`src/rtl/nn_fifo_pkg.sv`:
```
// Shared sizing helpers for the wishbone_nn stream FIFO.
package nn_fifo_pkg;
  localparam int NN_DATA_W = 32;

  function automatic int ptr_w(input int depth);
    return $clog2(depth);
  endfunction

  function automatic int cnt_w(input int depth);
    return $clog2(depth + 1);
  endfunction
endpackage

```
`src/rtl/nn_fifo_mem.sv`:
```
// DEPTH x DATA_W register array: one synchronous write port, one async read port, no reset.
module nn_fifo_mem #(
  parameter int DATA_W = 32,
  parameter int DEPTH  = 8,
  parameter int AW     = 3
) (
  input  logic              clk,
  input  logic              we,
  input  logic [AW-1:0]     waddr,
  input  logic [DATA_W-1:0] wdata,
  input  logic [AW-1:0]     raddr,
  output logic [DATA_W-1:0] rdata
);
  logic [DEPTH-1:0][DATA_W-1:0] mem_q, mem_d;

  always_comb begin
    mem_d = mem_q;
    if (we) mem_d[waddr] = wdata;
  end

  always_ff @(posedge clk) mem_q <= mem_d;

  assign rdata = mem_q[raddr];
endmodule

```
`src/rtl/nn_stream_fifo.sv`:
```
// First-word-fall-through stream FIFO between the Wishbone front-end and the NN core,
// with occupancy/threshold flags, synchronous flush and sticky overflow/underflow.
module nn_stream_fifo
  import nn_fifo_pkg::*;
#(
  parameter int DATA_W    = NN_DATA_W,
  parameter int DEPTH     = 8,
  parameter int AFULL_LVL = DEPTH - 2
) (
  input  logic                       clk,
  input  logic                       rst,
  input  logic                       clr,
  input  logic                       push,
  input  logic [DATA_W-1:0]          data_i,
  input  logic                       pop,
  output logic [DATA_W-1:0]          data_o,
  output logic                       empty,
  output logic                       full,
  output logic                       almost_full,
  output logic [cnt_w(DEPTH)-1:0]    count,
  output logic                       overflow,
  output logic                       underflow
);
  localparam int PW = ptr_w(DEPTH);
  localparam int CW = cnt_w(DEPTH);

  if (DEPTH < 2 || (DEPTH & (DEPTH - 1)) != 0) begin : g_bad_depth
    $error("nn_stream_fifo: DEPTH must be a power of two >= 2");
  end
  if (AFULL_LVL < 1 || AFULL_LVL > DEPTH) begin : g_bad_afull
    $error("nn_stream_fifo: AFULL_LVL must lie in 1..DEPTH");
  end

  logic [PW-1:0]     wr_ptr_q, wr_ptr_d, rd_ptr_q, rd_ptr_d;
  logic [CW-1:0]     count_q, count_d;
  logic              overflow_q, overflow_d, underflow_q, underflow_d;
  logic              acc_push, acc_pop;
  logic [DATA_W-1:0] rd_data;

  assign empty       = (count_q == '0);
  assign full        = (count_q == CW'(DEPTH));
  assign almost_full = (count_q >= CW'(AFULL_LVL));
  assign count       = count_q;
  assign overflow    = overflow_q;
  assign underflow   = underflow_q;

  // A pop frees the slot in the same cycle, so a full FIFO still accepts push+pop.
  assign acc_push = push && (!full || pop) && !clr;
  assign acc_pop  = pop && !empty && !clr;

  always_comb begin
    wr_ptr_d    = wr_ptr_q;
    rd_ptr_d    = rd_ptr_q;
    count_d     = count_q;
    overflow_d  = overflow_q;
    underflow_d = underflow_q;
    if (clr) begin
      wr_ptr_d    = '0;
      rd_ptr_d    = '0;
      count_d     = '0;
      overflow_d  = 1'b0;
      underflow_d = 1'b0;
    end else begin
      if (acc_push) wr_ptr_d = wr_ptr_q + PW'(1);
      if (acc_pop)  rd_ptr_d = rd_ptr_q + PW'(1);
      count_d     = count_q + CW'(acc_push) - CW'(acc_pop);
      overflow_d  = overflow_q  | (push && full && !pop);
      underflow_d = underflow_q | (pop && empty);
    end
  end

  always_ff @(posedge clk or posedge rst) begin
    if (rst) begin
      wr_ptr_q    <= '0;
      rd_ptr_q    <= '0;
      count_q     <= '0;
      overflow_q  <= 1'b0;
      underflow_q <= 1'b0;
    end else begin
      wr_ptr_q    <= wr_ptr_d;
      rd_ptr_q    <= rd_ptr_d;
      count_q     <= count_d;
      overflow_q  <= overflow_d;
      underflow_q <= underflow_d;
    end
  end

  nn_fifo_mem #(.DATA_W(DATA_W), .DEPTH(DEPTH), .AW(PW)) u_mem (
    .clk   (clk),
    .we    (acc_push),
    .waddr (wr_ptr_q),
    .wdata (data_i),
    .raddr (rd_ptr_q),
    .rdata (rd_data)
  );

  // Memory is never reset, so the head is gated to keep stale words invisible.
  assign data_o = empty ? '0 : rd_data;
endmodule

```
`config.mk`:
```
export PLATFORM = sky130hd
export DESIGN_NAME = nn_stream_fifo
export DESIGN_NICKNAME = d
export VERILOG_FILES = /design/src/rtl/nn_fifo_pkg.sv /design/src/rtl/nn_fifo_mem.sv /design/src/rtl/nn_stream_fifo.sv
export SDC_FILE = /design/constraint.sdc
export NUM_CORES = 1
export LEC_CHECK = 0
export ABC_AREA = 1
export CORE_MARGIN = 10
export CORE_UTILIZATION = 30
export CTS_BUF_LIST = sky130_fd_sc_hd__clkbuf_2 sky130_fd_sc_hd__clkbuf_4 sky130_fd_sc_hd__clkbuf_8
export DETAILED_ROUTE_END_ITERATION = 8
export MAX_ROUTING_LAYER = met4
export PLACE_DENSITY = 0.45
export SYNTH_ARGS = -nofsm -noshare
export SYNTH_HDL_FRONTEND = slang
export SYNTH_SLANG_ARGS = --single-unit
```
`constraint.sdc`:
```
create_clock -name clk -period 9.8 [get_ports clk]
set_input_delay 2.94 -clock clk [delete_from_list [all_inputs] [get_ports clk]]
set_output_delay 2.94 -clock clk [all_outputs]
set_load 0.01 [all_outputs]
```
## Word level (Yosys, flattened, before mapping)

Index checks and enable logic that the tools add are counted.
W data, S select, Z words.

- Add/subtract/negate cells: 4
- Order comparisons: 4
- Equal/unequal tests: 1
- Multiplexer cells: 13
- Bitwise operators: 2
- Reduce and logical (&&, ||, !) cells: 16

Operator list:

| cell | number |
|---|---|
| $bwmux W256 | 1 |
| $bmux W32 S3 | 1 |
| $demux W32 S3 | 1 |
| $mux W32 | 3 |
| $mux W3 | 4 |
| $logic_and A1 B1 Y1 | 8 |
| $lt A3 B4 Y1 const B | 2 |
| $add A3 B1 Y3 const B | 2 |
| $add A4 B1 Y4 | 1 |
| $eq A4 B4 Y1 const B | 1 |
| $ge A4 B3 Y1 const B | 1 |
| $logic_not A1 Y1 | 4 |
| $logic_not A4 Y1 | 1 |
| $mux W4 | 1 |
| $reduce_bool A2 Y1 | 2 |
| $sub A4 B1 Y4 | 1 |
| $ge A3 B1 Y1 const B | 1 |
| $mux W1 | 2 |
| $or A1 B1 Y1 | 2 |
| $logic_or A1 B1 Y1 | 1 |

- Register bits after elaboration: 268
- Input port bits: 37
- Output and inout bits: 41
- Word-level logic and storage cells: 53

## Logic depth before layout (Yosys ltp)

- Depth after elaboration: 8
- Mapped depth: 12
- Gate-level depth less buffers: 12

## Hierarchy

Synthesis repeated with hierarchy kept, for this count alone.

- Cell total of the unflattened synthesis: 1279
- Area total of the unflattened synthesis: 12260.5 um2

Modules (own cells, without submodules):

| module | times used | cells an instance | area an instance (um2) | sequential area each (um2) |
|---|---|---|---|---|
| nn_fifo_mem | 1 | 1124 | 11232.0 | 7687.4 |
| nn_stream_fifo | 1 | 155 | 1028.5 | 300.3 |

## Least setup slack after synthesis

OpenSTA, ideal clock, no wires.

- Path type: input to register
- Start point: in pop
- End point: reg u_mem.mem_q[100] (netlist name), enable pin
- Data arrival time: 5.495 ns
- Data required time: 9.339 ns
- Setup slack: 3.843 ns
- Stages: 4
- Cells stage by stage: inv_1 > nand3_1 > nand3_1 > nor3_1

- Word-level cells in the longest chain between the ends: 3

RTL lines:

| what | RTL line | text |
|---|---|---|
| start: declaration | nn_stream_fifo.sv:15 | `input logic pop,` |
| $logic_or A1 B1 Y1 | nn_stream_fifo.sv:48 | `assign acc_push = push && (!full \|\| pop) && !clr;` |
| $logic_and A1 B1 Y1 (2 in a row) | nn_stream_fifo.sv:48 |  |
| end signal: assignment | nn_fifo_mem.sv:21 | `always_ff @(posedge clk) mem_q <= mem_d;` |
| end: declaration | nn_fifo_mem.sv:14 | `logic [DEPTH-1:0][DATA_W-1:0] mem_q, mem_d;` |

No other way between the ends.
A chain may end at the register's enable or synchronous reset.

## Worst setup path in the final report

- Start point: reg rd_ptr_q[1]
- End point: out data_o[3]

- Word-level cells in the longest chain between the ends: 3

RTL lines:

| what | RTL line | text |
|---|---|---|
| start: declaration | nn_stream_fifo.sv:34 | `logic [PW-1:0] wr_ptr_q, wr_ptr_d, rd_ptr_q, rd_ptr_d;` |
| start signal: assignment | nn_stream_fifo.sv:81 | `rd_ptr_q <= rd_ptr_d;` |
| $bmux W32 S3 | nn_fifo_mem.sv:23 | `assign rdata = mem_q[raddr];` |
| $mux W32 (not written as such) | nn_fifo_mem.sv:23 |  |
| $mux W32 | nn_stream_fifo.sv:98 | `assign data_o = empty ? '0 : rd_data;` |
| end: declaration | nn_stream_fifo.sv:16 | `output logic [DATA_W-1:0] data_o,` |

No other way between the ends. The select of a mux whose other input is x is not followed.

==> metrics.txt <==
# TYPE chip_impl_metric gauge
chip_impl_metric{name="post_cts_resize_count",unit=""} 0
chip_impl_metric{name="critPathMaxFanout",unit=""} 66
chip_impl_metric{name="drive_gt1_share",unit="%"} 7.26
chip_impl_metric{name="placed_area",unit="um2"} 13200
chip_impl_metric{name="yosysSeqAreaShare",unit="%"} 67.2
chip_impl_metric{name="post_cts_hold_buffer_count",unit=""} 0
chip_impl_metric{name="place_hpwl",unit="um"} 14700
chip_impl_metric{name="cpPeakStageDelay",unit="ns"} 0.62
chip_impl_metric{name="cts_num_sinks",unit=""} 268
chip_impl_metric{name="finish.cell_count_without_fillers",unit=""} 1840
chip_impl_metric{name="layout.core_utilization",unit="%"} 36.2
chip_impl_metric{name="num_antenna_cells",unit=""} 0
chip_impl_metric{name="placement_setup_slack",unit="ns"} 3.69
chip_impl_metric{name="synth-warning-count",unit=""} 0
chip_impl_metric{name="grt_start_max_net_pins",unit=""} 91
chip_impl_metric{name="portBuffers",unit=""} 77
chip_impl_metric{name="routedWlPerCell",unit="um"} 15.3
chip_impl_metric{name="drt_pass1_iterations",unit=""} 6
chip_impl_info{name="yosysMostFrequentCell",value="sky130_fd_sc_hd__nand2_1"} 1
chip_impl_metric{name="timing_worst_slew_pin_value",unit="ns"} 1.05
chip_impl_metric{name="detail_route.iter0.violations",unit=""} 334
chip_impl_metric{name="floorplan.die.width",unit="um"} 219
chip_impl_metric{name="worst_slew_margin_rel",unit="%"} 29.5
chip_impl_metric{name="groute.usage.overall",unit="%"} 12.2
chip_impl_info{name="synth_largest_area_cell",value="sky130_fd_sc_hd__edfxtp_1"} 1
chip_impl_metric{name="vias_per_cell",unit=""} 4.19
chip_impl_info{name="worst_setup_path_end_kind",value="output port"} 1
chip_impl_metric{name="number_of_global_route_vias_before_repair",unit=""} 7834
chip_impl_metric{name="pnr_worst_setup_slack",unit="ns"} 3.19
chip_impl_metric{name="clock_power_share",unit="%"} 29.2
chip_impl_info{name="gr-max-usage-layer",value="met2"} 1
chip_impl_metric{name="global_route.usage.met3",unit="%"} 1.84
chip_impl_metric{name="max_freq",unit="MHz"} 151
chip_impl_metric{name="start_util",unit="%"} 30.5
chip_impl_metric{name="floorplan.die_area",unit="um2"} 48000
chip_impl_metric{name="vdd.ir_drop.worst",unit="mV"} 0.102
chip_impl_metric{name="num-fill-cells",unit=""} 3931
chip_impl_metric{name="die_h",unit="um"} 219
chip_impl_metric{name="antenna_left",unit=""} 0
chip_impl_metric{name="setup_tns",unit="ns"} 0
chip_impl_metric{name="wire_length_of_the_first_global_routing_pass",unit="um"} 44800
chip_impl_metric{name="crit_required",unit="ns"} 6.86
chip_impl_metric{name="fin_crit_sh",unit="%"} 67.4
chip_impl_metric{name="critical_path_arrival",unit="ns"} 3.67
chip_impl_metric{name="power.density_cell_area",unit="nW/um2"} 230
chip_impl_metric{name="htree_levels",unit=""} 2
chip_impl_metric{name="finalHoldWorstSlack",unit="ns"} 0.498
chip_impl_info{name="status",value="finished clean"} 1
chip_impl_metric{name="mappedNetlistNets",unit=""} 1248
chip_impl_metric{name="final_hold_viol_count",unit=""} 0
chip_impl_metric{name="routed-via-count",unit=""} 7703
chip_impl_metric{name="syn_to_final_growth",unit="%"} 18.5
chip_impl_metric{name="io-pin-count",unit=""} 78
chip_impl_metric{name="finalNetCount",unit=""} 1336
chip_impl_metric{name="internal_power",unit="mW"} 2.18
chip_impl_metric{name="path_clk_slew",unit="ns"} 0.06
chip_impl_metric{name="final_max_slew_viol_count",unit=""} 0
chip_impl_metric{name="synth-edff-count",unit=""} 256
chip_impl_metric{name="drc",unit=""} 0
chip_impl_metric{name="max_cap_violations",unit=""} 0
chip_impl_metric{name="cts_buffers",unit=""} 47
chip_impl_metric{name="total_switching_power",unit="mW"} 1.06
chip_impl_info{name="clock-root-buffer",value="sky130_fd_sc_hd__clkbuf_8"} 1
chip_impl_metric{name="overflow",unit=""} 0
chip_impl_metric{name="postCtsSetupBuffers",unit=""} 0
chip_impl_metric{name="asyncSetResetFlopFracSynth",unit="%"} 4.48
chip_impl_metric{name="clock_skew",unit="ns"} 0.0322
chip_impl_metric{name="gpl.final_weighted_congestion",unit=""} 0.718
chip_impl_metric{name="postSynthAreaPerCell",unit="um2"} 9.90
chip_impl_metric{name="clk_latency_worst_skew_pair",unit="ns"} 0.57
chip_impl_info{name="hold_path.class",value="register to register"} 1
chip_impl_metric{name="post-synth-top-area-fraction",unit="%"} 64.7
chip_impl_metric{name="synth.ff_latch_count",unit=""} 268
chip_impl_info{name="tritoncts_clock_tree",value="done"} 1
chip_impl_info{name="ys_dominant_reg_cell",value="sky130_fd_sc_hd__edfxtp_1"} 1
chip_impl_metric{name="timing.final.setup_violations",unit=""} 0
chip_impl_info{name="setup.worst_path.class",value="register to output port"} 1
chip_impl_metric{name="number_of_antenna_violations_at_the_first_check_in_global_routing",unit=""} 0
chip_impl_metric{name="ys_types",unit=""} 22
chip_impl_metric{name="power.sequential.fraction",unit="%"} 40.4
chip_impl_info{name="worstPathCellList",value="buf_4, clkinv_2, buf_4, nand3_1, nand3_1, nand2_1, nor2_1, clkdlybuf4s50_1"} 1
chip_impl_metric{name="floorplan_core_area",unit="um2"} 38900
chip_impl_metric{name="met1_usage",unit="%"} 15.2
chip_impl_metric{name="final_period_minus_worst_setup_slack",unit="ns"} 6.61
chip_impl_info{name="yosys-top-cells-area",value="sky130_fd_sc_hd__edfxtp_1 (65%), sky130_fd_sc_hd__nand2_1 (11%), sky130_fd_sc_hd__inv_1 (8.6%), sky130_fd_sc_hd__nand3_1 (7.2%), sky130_fd_sc_hd__dfrtp_1 (2.5%)"} 1
chip_impl_metric{name="fp-row-count",unit=""} 72
chip_impl_info{name="grt_setup_unrepaired",value="false"} 1
chip_impl_metric{name="placedCellCount",unit=""} 1758
chip_impl_metric{name="leakagePower",unit="nW"} 6.12
chip_impl_info{name="standard_cell_with_the_maximum_stage_delay_on_the_critical_path",value="sky130_fd_sc_hd__buf_4"} 1
chip_impl_metric{name="post_synth_instance_area",unit="um2"} 11900
chip_impl_metric{name="groute.layer.met2.usage",unit="%"} 20.1
chip_impl_metric{name="report.power.total",unit="mW"} 3.24
chip_impl_metric{name="p_comb_share",unit="%"} 30.4
chip_impl_metric{name="final_cell_area",unit="um2"} 14100
chip_impl_metric{name="synthesis.instances",unit=""} 1201
chip_impl_info{name="crit_path_start_kind",value="register"} 1
chip_impl_metric{name="clockBufferDepth",unit=""} 3
chip_impl_metric{name="power.switching_fraction",unit="%"} 32.8
chip_impl_info{name="yosys-top-cells-count",value="sky130_fd_sc_hd__nand2_1 (333), sky130_fd_sc_hd__inv_1 (272), sky130_fd_sc_hd__edfxtp_1 (256)"} 1
chip_impl_metric{name="postRouteWirelength",unit="um"} 28100
==> cell families after synthesis <==
family	count (synthesis)	share of synthesized area, %
simple gates	586	20.4
buf+inv	326	10.7
flops	268	67.2
fa+ha+maj	10	1.12
compound gates	8	0.358
xor+xnor	3	0.221
==> layer usage <==
layer,vias up,part of all wire [%],wire length [um]
li1,3946,-,-
met4,0,2.0,562
met2,117,47,13300
met1,3588,48,13400
met3,52,3.0,838
met5,-,0,0
==> final cells by class <==
class | instances | area (um2) | share of cell area [%]
Clock inverter | 21 | 92.6 | 0.657
Clock buffer | 61 | 764 | 5.43
Sequential cell | 268 | 7990 | 56.7
Inverter | 274 | 1030 | 7.33
Timing Repair Buffer | 91 | 876 | 6.22
Multi-Input combinational cell | 607 | 2680 | 19.0
Tap cell | 518 | 648 | 4.60
==> registers in the layout, indices dropped and copies added (netlist names) <==
register     count
u_mem.mem_q    256
count            4
rd_ptr_q         3
wr_ptr_q         3
overflow         1
underflow        1
==> power groups by stage <==
stage | clock [mW] | sequential, mW | combinational, mW
finish | 0.949 | 1.31 | 0.985
global route | 1.04 | 1.31 | 1.12
CTS | 0.991 | 1.31 | 1.02
detailed placement | 0 | 1.33 | 1.01
global placement | 0 | 1.33 | 1.02
floorplan | 0 | 1.33 | 0.570
==> cell usage in the layout, fill, tap and decap left out <==
| cell type | n |
|---|---|
| sky130_fd_sc_hd__a21oi_1 | 3 |
| sky130_fd_sc_hd__buf_4 | 14 |
| sky130_fd_sc_hd__clkbuf_4 | 12 |
| sky130_fd_sc_hd__clkbuf_8 | 49 |
| sky130_fd_sc_hd__clkdlybuf4s50_1 | 77 |
| sky130_fd_sc_hd__clkinv_1 | 16 |
| sky130_fd_sc_hd__clkinv_2 | 6 |
| sky130_fd_sc_hd__dfrtp_1 | 9 |
| sky130_fd_sc_hd__dfrtp_2 | 2 |
| sky130_fd_sc_hd__dfrtp_4 | 1 |
| sky130_fd_sc_hd__edfxtp_1 | 256 |
| sky130_fd_sc_hd__fa_1 | 1 |
| sky130_fd_sc_hd__ha_1 | 9 |
| sky130_fd_sc_hd__inv_1 | 271 |
| sky130_fd_sc_hd__inv_4 | 1 |
| sky130_fd_sc_hd__inv_8 | 1 |
| sky130_fd_sc_hd__nand2_1 | 332 |
| sky130_fd_sc_hd__nand2_2 | 1 |
| sky130_fd_sc_hd__nand3_1 | 170 |
| sky130_fd_sc_hd__nand4_1 | 1 |
| sky130_fd_sc_hd__nor2_1 | 72 |
| sky130_fd_sc_hd__nor2_4 | 4 |
| sky130_fd_sc_hd__nor3_2 | 4 |
| sky130_fd_sc_hd__nor3b_1 | 1 |
| sky130_fd_sc_hd__o21a_1 | 1 |
| sky130_fd_sc_hd__o21ai_0 | 4 |
| sky130_fd_sc_hd__or2_2 | 1 |
| sky130_fd_sc_hd__xnor2_1 | 2 |
| sky130_fd_sc_hd__xor2_1 | 1 |
==> critical path, delay by kind of cell (launching register included) <==
family	cells	cell delay, ns
buffers and inverters	4	2.26
DFF	1	0.34
and+or+nand+nor	4	0.38
==> worst paths after layout <==
kind | to | from | slack (ns) | cells after the start
min in group asynchronous | count[2]$_DFF_PP0_ | rst | 2.73 | 2
worst min register to register | underflow$_DFF_PP0_ | underflow$_DFF_PP0_ | 0.50 | 1
max in group asynchronous | rd_ptr_q[0]$_DFFE_PP0P_ | rst | 6.70 | 2
worst min-delay path | underflow$_DFF_PP0_ | underflow$_DFF_PP0_ | 0.50 | 1
worst max register to register | count[1]$_DFF_PP0_ | count[2]$_DFF_PP0_ | 6.75 | 11
worst max-delay path | data_o[3] | rd_ptr_q[1]$_DFFE_PP0P_ | 3.19 | 8
Note: power is estimated with default switching activity, not from simulation.
==> variant 1, RTL diff (same flow settings) <==
`NN_DATA_W`: 32 -> 16.
--- a/src/rtl/nn_fifo_pkg.sv
+++ b/src/rtl/nn_fifo_pkg.sv
@@ -1,6 +1,6 @@
 // Shared sizing helpers for the wishbone_nn stream FIFO.
 package nn_fifo_pkg;
-  localparam int NN_DATA_W = 32;
+  localparam int NN_DATA_W = 16;
 
   function automatic int ptr_w(input int depth);
     return $clog2(depth);
Ports: changed (resized data_i and data_o); port bits go from 78 to 46. No check against the original RTL was run, so the function may have changed too.
==> variant 1 against the unedited design <==
- routed wire length down 46%
- design area shrank 47%
- core utilization is 0.40 points lower
- sequential cell count shrank 128
- first-iteration DRC count decreased by 35%
- worst setup slack improved by 900 ps
- maximum frequency is 16% higher
- total power shrank 47%
- area after synthesis decreased by 46%
==> variant 1: results <==
{
  "outcome": "completed",
  "dp_hpwl_um": 8880,
  "synth-edff-count": 128,
  "track_usage_pct": 11.6,
  "dp.cells": 952,
  "syn_to_final_growth_pct": 17.8,
  "drtIter0Drc": 217,
  "synthTopCellsByCount": "nand2_1, inv_1, edfxtp_1, nand3_1, nor2_1",
  "numCtsBuffers": 17,
  "firstDrtPassIters": 5,
  "final_layout_size_suffix_gt1_share_pct": 7.19,
  "grt_pass1_wl_um": 24200,
  "synth.distinct_cells": 25,
  "place_worst_setup_slack_ps": 4400,
  "endpoint": "data_o[6]",
  "synth-compound-area-share_pct": 0.668,
  "largest_reg_flops": 128,
  "syn-num-nets": 678,
  "tightestPinTransition_ps": 1240,
  "post-route-period-util_pct": 58.3,
  "htree_levels": 4,
  "gp_congestion": 0.747,
  "clock_skew_ps": 10.5,
  "fillers": 2131,
  "max_stage_delay_ps": 860,
  "synth_area_leaders": "edfxtp_1, nand2_1, inv_1, nand3_1, dfrtp_1",
  "grt_start_max_net_pins": 67,
  "crit_start": "rd_ptr_q[0]"
}
## variant 1: layout make-up
type	instances	area share (%)
Sequential cell	140	55.3
Multi-Input combinational cell	335	20.5
Timing Repair Buffer	56	7.11
Tap cell	275	4.59
Inverter	146	7.31
Clock inverter	14	2.04
Clock buffer	18	3.22
## variant 1: how the worst min path moves through the flow
stage,start,to,slack (ps),cells past startpoint
final,underflow,underflow,510,1
after global routing,underflow,underflow,530,1
after CTS,underflow,underflow,510,1
after detailed placement,underflow,underflow,490,1
after global placement,underflow,underflow,500,1
after floorplan,wr_ptr_q[0],wr_ptr_q[0],500,2
## variant 1: metal layers
metal | global-route usage [%] | vias up | part of all wire, %
li1 | - | 2123 | -
met1 | 15.0 | 1980 | 49
met2 | 17.3 | 69 | 46
met3 | 2.58 | 17 | 3.6
met4 | 4.51 | 0 | 1.7
met5 | - | - | 0
## variant 1: worst max-delay path, delay by kind of cell, from the launching register on
kind / cells / cell delay [ps]
buffers and inverters: 2 / 1350
DFF: 1 / 420
and+or+nand+nor: 5 / 520
==> variant 2, RTL diff (same settings) <==
Without the edit above. Put one more register stage on the output `underflow`, without a reset. The value now appears one clock later. The other outputs are not delayed to match.
--- a/src/rtl/nn_stream_fifo.sv
+++ b/src/rtl/nn_stream_fifo.sv
@@ -42,7 +42,9 @@
   assign almost_full = (count_q >= CW'(AFULL_LVL));
   assign count       = count_q;
   assign overflow    = overflow_q;
-  assign underflow   = underflow_q;
+  always_ff @(posedge clk) begin
+    underflow <= underflow_q;
+  end
 
   // A pop frees the slot in the same cycle, so a full FIFO still accepts push+pop.
   assign acc_push = push && (!full || pop) && !clr;
Behaviour: not the same (Yosys sat finds a counterexample within 4 cycles, from zero or initial values and one cycle with rst high).
==> variant 2 against the unedited design <==
- routed wire length grew 3.4%
- sequential cell count grew 1
- area after synthesis grew 0.17%
- total power grew 3.1%
- register-to-register slack gained 230 ps
- worst setup slack gained 84 ps
- maximum frequency grew 1.3%
- design area grew 0.77%
- critical path type unchanged
- critical endpoint is now data_o[23]
- largest power group unchanged
==> variant 2: results <==
{
  "largest_reg_flops": 256,
  "post_cts_buffers": 0,
  "tightestPinTransition_ps": 1060,
  "syn-num-nets": 1249,
  "synth.distinct_cells": 23,
  "dpl_cell_area_um2": 13200,
  "reg2regPathDepth": 12,
  "cts-root-buf": "clkbuf_8",
  "cp.arrival_ps": 3580,
  "track_usage_pct": 12.6,
  "n_antenna_cell": 0,
  "r2r-start": "count[3]",
  "yosys_warnings": 0,
  "grt_start_max_net_pins": 131,
  "vdd_ir_drop_max_v": 0.000121,
  "antenna_found_initial": 0,
  "fin_crit_ps": 6520,
  "synth-edff-count": 256,
  "crit_family": "buffers and inverters",
  "max_stage_delay_ps": 700,
  "firstDrtPassIters": 4,
  "max_flop_register": "u_mem.mem_q",
  "hold_class": "flop to flop",
  "synth_area_leaders": "edfxtp_1, nand2_1, inv_1, nand3_1, dfrtp_1",
  "yosysSeqAreaShare_pct": 67.2,
  "hold_path_startpoint": "underflow_q",
  "grt_pass1_vias": 7868,
  "numCtsBuffers": 49,
  "dp_hpwl_um": 14300,
  "clkTransAtPathRegs_ps": 60,
  "wirelength_um": 29100,
  "cp_max_fo": 66,
  "multi_input_area_um2": 2680,
  "fillers": 3927,
  "io_buffer_count": 77,
  "grt_pass1_wl_um": 46000,
  "drtIter0Drc": 350,
  "hold_path_depth": 0,
  "leakage_nw": 6.17,
  "regToRegEndpoint": "count[1]",
  "final_layout_size_suffix_gt1_share_pct": 7.92,
  "r2r_slack_ps": 6980,
  "synthArstFlopShare_pct": 4.46,
  "outcome": "completed",
  "htree_levels": 2,
  "clock_skew_ps": 16.4,
  "gp_congestion": 0.693,
  "clockBufferDepth": 3,
  "synthTopCellsByCount": "nand2_1, inv_1, edfxtp_1, nand3_1, nor2_1",
  "place_worst_setup_slack_ps": 3760,
  "layout.nets": 1338,
  "ctsResizeCount": 0,
  "min_to": "underflow",
  "clk_latency_ps": 570,
  "cpMaxStageDelayCell": "buf_4",
  "routed_via_density": 4.24
}
[variant 2: layer usage]
| metal | GRT usage, % | vias to the layer above | part of all wire, % |
|---|---|---|---|
| met5 | - | - | 0 |
| met4 | 3.54 | 0 | 1.9 |
| met3 | 2.53 | 48 | 4.3 |
| met2 | 20.5 | 129 | 47 |
| met1 | 15.7 | 3687 | 47 |
| li1 | - | 3951 | - |
[variant 2: per-stage QoR]
stage	hold WS [ps]	std cells
finish	370	1843
global route	393	1843
CTS	376	1843
detailed placement	363	1758
global placement	360	1758
floorplan	348	1202
[variant 2: area by class of cell]
type                       instances  area share [%]
tap                              518            4.57
multi-input combinational        607            18.9
inverter                         274            7.29
timing repair buffer              90            6.12
sequential                       269            56.5
clock inverter                    13           0.599
clock buffer                      72            6.10
[variant 2: cells by family (layout without fill, tap and decap cells)]
logic type / Yosys count / after routing / share of synthesized area (%)
adder cells (fa/ha/maj): 10 / 10 / 1.11
XOR/XNOR: 3 / 3 / 0.221
AO/OA/AOI/OAI: 8 / 8 / 0.357
flip-flops: 269 / 269 / 67.2
buffers and inverters: 326 / 449 / 10.7
AND/OR/NAND/NOR: 586 / 586 / 20.4
[variant 2: power breakdown]
part	switching, mW	internal (mW)	total, mW
Clock	0.450	0.587	1.04
Combinational	0.587	0.378	0.965
Sequential	0.0440	1.30	1.34
[variant 2: how the worst max path moves through the flow]
stage | start | end | cells after the start
global placement | rd_ptr_q[1] | data_o[6] | 8
global route | rd_ptr_q[1] | data_o[3] | 8
floorplan | pop | u_mem.mem_q[100] | 4
detailed placement | rd_ptr_q[1] | data_o[14] | 8
CTS | rd_ptr_q[1] | data_o[14] | 8
finish | rd_ptr_q[1] | data_o[23] | 8
